File: config.mk
export PLATFORM = sky130hd
export DESIGN_NAME = shift_deser
export DESIGN_NICKNAME = d
export VERILOG_FILES = /design/src/rtl/shift_deser.sv
export SDC_FILE = /design/constraint.sdc
export NUM_CORES = 1
export LEC_CHECK = 0
export CAP_MARGIN = 0
export CORE_UTILIZATION = 45
export CTS_CLUSTER_SIZE = 8
export DETAILED_ROUTE_END_ITERATION = 7
export GPL_ROUTABILITY_DRIVEN = 1
export MAX_ROUTING_LAYER = met4
export PLACE_DENSITY = 0.71
export SYNTH_ARGS = -nofsm -noshare
export SYNTH_HDL_FRONTEND = slang
export SYNTH_SLANG_ARGS = --single-unit
File: constraint.sdc
create_clock -name clk -period 1.6 [get_ports clk]
set_clock_uncertainty 0.1 [all_clocks]
set_input_delay 0.24 -clock clk [delete_from_list [all_inputs] [get_ports clk]]
set_output_delay 0.24 -clock clk [all_outputs]
set_load 0.005 [all_outputs]
File: src/rtl/shift_deser.sv
// Shift-in receiver: packs IN_SIZE serial lanes per enabled cycle into SIZE-bit words and hands
// them out over valid/ready. Build option SHIFT_DESER_LSB_FIRST_EN selects LSB-first assembly.
module shift_deser #(
  parameter int unsigned SIZE    = 8,
  parameter int unsigned IN_SIZE = 1
) (
  input  logic               clk,
  input  logic               rst,
  input  logic [IN_SIZE-1:0] din,
  input  logic               se,
  input  logic               clr,
  output logic [SIZE-1:0]    dout,
  output logic               dout_valid,
  input  logic               dout_ready,
  output logic               busy,
  output logic               lst_cycle,
  output logic               overrun
);

  localparam int unsigned CntW = $clog2(SIZE) + 1;
  localparam logic [CntW-1:0] SizeCnt = CntW'(SIZE);
  localparam logic [CntW-1:0] StepCnt = CntW'(IN_SIZE);

  if ((IN_SIZE == 0) || (SIZE % IN_SIZE != 0)) begin : g_bad_cfg
    $error("shift_deser: SIZE must be a non-zero multiple of IN_SIZE");
  end

  typedef enum logic {StIdle, StShift} state_e;

  logic [SIZE-1:0] sreg_q, sreg_d;
  logic [CntW-1:0] count_q, count_d;
  logic [SIZE-1:0] dout_q, dout_d;
  logic            valid_q, valid_d;
  logic            overrun_q, overrun_d;
  logic [SIZE-1:0] sreg_shift;
  state_e          state;
  logic            accept;
  logic            out_free;

  if (IN_SIZE == SIZE) begin : g_full
    assign sreg_shift = din;
  end else begin : g_part
`ifdef SHIFT_DESER_LSB_FIRST_EN
    assign sreg_shift = {din, sreg_q[SIZE-1:IN_SIZE]};
`else
    assign sreg_shift = {sreg_q[SIZE-IN_SIZE-1:0], din};
`endif
  end

  // The count register is the state; the enum only names its two legal regions.
  assign state    = (count_q == SizeCnt) ? StIdle : StShift;
  assign accept   = valid_q & dout_ready;
  assign out_free = ~valid_q | accept;

  always_ff @(posedge clk) begin
    if (rst) begin
      sreg_q    <= '0;
      count_q   <= SizeCnt;
      dout_q    <= '0;
      valid_q   <= 1'b0;
      overrun_q <= 1'b0;
    end else begin
      sreg_q    <= sreg_d;
      count_q   <= count_d;
      dout_q    <= dout_d;
      valid_q   <= valid_d;
      overrun_q <= overrun_d;
    end
  end

  always_comb begin
    sreg_d    = sreg_q;
    count_d   = count_q;
    dout_d    = dout_q;
    valid_d   = valid_q;
    overrun_d = overrun_q;

    if (accept) begin
      valid_d = 1'b0;
    end

    if (clr) begin
      // Abort drops any partial word but leaves a held output word alone.
      count_d   = SizeCnt;
      overrun_d = 1'b0;
    end else if (se) begin
      sreg_d = sreg_shift;
      if (count_q == StepCnt) begin
        count_d = SizeCnt;
        if (out_free) begin
          dout_d  = sreg_shift;
          valid_d = 1'b1;
        end else begin
          overrun_d = 1'b1;
        end
      end else begin
        count_d = count_q - StepCnt;
      end
    end
  end

  assign dout       = dout_q;
  assign dout_valid = valid_q;
  assign overrun    = overrun_q;
  assign busy       = (state == StShift);
  assign lst_cycle  = (count_q == StepCnt);

endmodule

==> results.json <==
{
  "status": "finished clean",
  "rsz0062_at_grt": "false",
  "place.gp.congestion": 0.730,
  "insertion_delay_ns": 0.29,
  "clock-sinks": 21,
  "vias": 689,
  "slowest_delay_ns": 0.37,
  "nFillCells": 194,
  "firstDrtPassIters": 4,
  "ys_ff_latch": 21,
  "path_buf_inv": 1,
  "finalWirelength_um": 1530,
  "critical_path.slowest_cell": "dfxtp_1",
  "syn-num-nets": 108,
  "clockRootBuffer": "clkbuf_4",
  "synth_edf_count": 0,
  "synth_area_leader_cell": "dfxtp_1",
  "coreArea_sq_mm": 0.00196,
  "syn_area_sq_um": 932,
  "synth-seq-area-share_pct": 45.1,
  "finalHoldWorstSlack_ns": 0.364,
  "peakVddDrop_mv": 0.499,
  "path_cells": "ha_1 -> nor3b_4 -> buf_2",
  "die_area_sq_mm": 0.00226,
  "die_w_um": 47.5,
  "setup_viol": 0,
  "fmax_mhz": 659,
  "start_kind": "flip-flop",
  "drive_gt1_share_pct": 16.9,
  "clkSlewWorstSetupHoldPaths_ns": 0.11,
  "cts_buffers": 3,
  "drt-vias-per-instance": 4.56,
  "dp_slack_ns": -0.0183,
  "cts_buffer_depth": 2,
  "gr-usage-all-layers_pct": 16.1,
  "grt_pass1_wl_um": 2450,
  "synthXorXnorAreaFrac_pct": 2.82,
  "fin_crit_sh_pct": 94.9,
  "overflow": 0,
  "start_util_pct": 47.5,
  "io_buffers": 17,
  "area_delta_synth_final_pct": 28.1,
  "avgSynthCellArea_sq_um": 9.42,
  "htreeDepth": 1,
  "synth.area.top_cells": "dfxtp_1 45%, nand2b_1 12%, mux2i_1 8.6%",
  "place_hpwl_um": 1120,
  "synth_top_family_by_area": "simple AND/OR/NAND/NOR gates",
  "antennaDiodeCount": 0,
  "end_kind": "output pin",
  "drt-initial-drc-count": 14,
  "tritoncts": "done",
  "setup-tns-final_ns": 0,
  "worst_slack_ns": 0.0822,
  "synthMuxAreaShare_pct": 8.59,
  "report.final.slew_viol_count": 0,
  "fin_area_sq_mm": 0.00119,
  "ys_warn_count": 0,
  "cp_max_fo": 4,
  "synth_cells": 99,
  "critPathArrivalTime_ns": 1.18,
  "antenna_left": 0,
  "synth_top_flop_cell": "dfxtp_1",
  "cp_top_family": "flip-flops",
  "cts.hold.buffers_added": 0,
  "p_per_area_mw_per_mm2": 733,
  "path_class": "flip-flop to output pin",
  "multi_input_area_sq_um": 458,
  "leakage_uw": 0.000421,
  "ys_top_cells_by_count": "21 x dfxtp_1, 18 x nand2b_1, 15 x nand2_1",
  "maxCapViolCount": 0,
  "ios": 18,
  "synth-compound-area-share_pct": 6.98,
  "layout.nets": 134,
  "fp-row-count": 16,
  "grt_pass1_vias": 579,
  "synthAdderAreaFrac_pct": 4.03,
  "synth_top_area_share_pct": 45.1,
  "worstMarginPinSlew_ns": 0.356,
  "min_period_ns": 1.52,
  "async_flop_share_pct": 0,
  "cp.required_ns": 1.26,
  "drcViolationCount": 0,
  "post_dp_cell_area_sq_mm": 0.00117,
  "hold_path.class": "flip-flop to flip-flop",
  "die_h_um": 47.5,
  "yosysMostFrequentCell": "dfxtp_1",
  "wl_per_cell_um": 10.1,
  "ys_types": 23,
  "antenna_found_initial": 0,
  "max_slew_margin_pct": 75.6,
  "synth-simple-area-share_pct": 26.7,
  "seqCellArea_sq_um": 422,
  "utilization_pct": 60.8,
  "hold_viol": 0,
  "grt_max_degree": 17
}
==> cell families after synthesis <==
family                   after synthesis
AO/OA/AOI/OAI                         11
XOR/XNOR                               3
adder cells (fa/ha/maj)                3
buffers and inverters                  9
flip-flops                            21
multiplexers                           8
AND/OR/NAND/NOR                       44
==> per-stage QoR <==
stage	power (uW)	instances
6_report	874	151
5_1_grt	914	151
4_1_cts	887	151
3_5_place_dp	645	147
3_3_place_gp	644	147
2_1_floorplan	603	99
==> cells in the final DEF, fill, tap and decap left out <==
cell type and count:
nor2_1 4, buf_6 1, ha_1 3, clkbuf_1 1, inv_2 1, clkdlybuf4s50_1 15
clkbuf_4 3, a31oi_1 1, dfxtp_1 20, a211o_2 1, buf_4 10, buf_2 2
nor4b_1 1, inv_1 1, xor2_1 1, xnor2_1 2, nand2b_1 18, nor3_1 1
nor2b_1 2, dfxtp_2 1, nor3b_2 1, nand3b_1 1, nor3b_4 1, a21oi_1 8
nand2_1 15, mux2i_1 8, a2111oi_0 1
==> routing by layer <==
metal	share of wire (%)	track usage, %
met3	5.4	3.77
met1	52	21.2
met5	0	-
met2	42	22.7
met4	0.85	8.57
==> where the power goes <==
group | internal [uW] | switching, uW
registers | 530 | 7.81
clock network | 96.9 | 149
logic | 52.5 | 38.4
==> flip-flops by register name, summed over array words and instances, names as in the netlist <==
| name | flops |
|---|---|
| count_q | 4 |
| dout | 8 |
| dout_valid | 1 |
| overrun | 1 |
| sreg_q | 7 |
==> cell type report <==
class	instances	area share (%)
Timing Repair Buffer	28	20.6
Sequential cell	21	35.3
Tap cell	27	2.83
Inverter	2	0.629
Clock buffer	4	2.20
Multi-Input combinational cell	69	38.4
==> what timing repair did <==
item,4_1_cts,5_1_grt
setup buffers,0,0
pin swaps,0,0
setup endpoints to repair,2,8
resized for setup,8,3
==> worst reg2reg max path: stages (launching register included) <==
cell	delay (ns)
dfxtp_2	0.35
inv_2	0.04
ha_1	0.16
nor3b_4	0.15
buf_4	0.14
a211o_2	0.34
nand2b_1	0.14
==> path summary, 6_finish.rpt <==
kind | start | end | slack [ns] | cells after the start
hold reg to reg | sreg_q[6] | sreg_q[6] | 0.36 | 2
hold / removal | sreg_q[6] | sreg_q[6] | 0.36 | 2
setup reg to reg | count_q[1] | count_q[3] | 0.09 | 6
setup / recovery | count_q[0] | lst_cycle | 0.08 | 3
(Power assumes the default switching activity.)
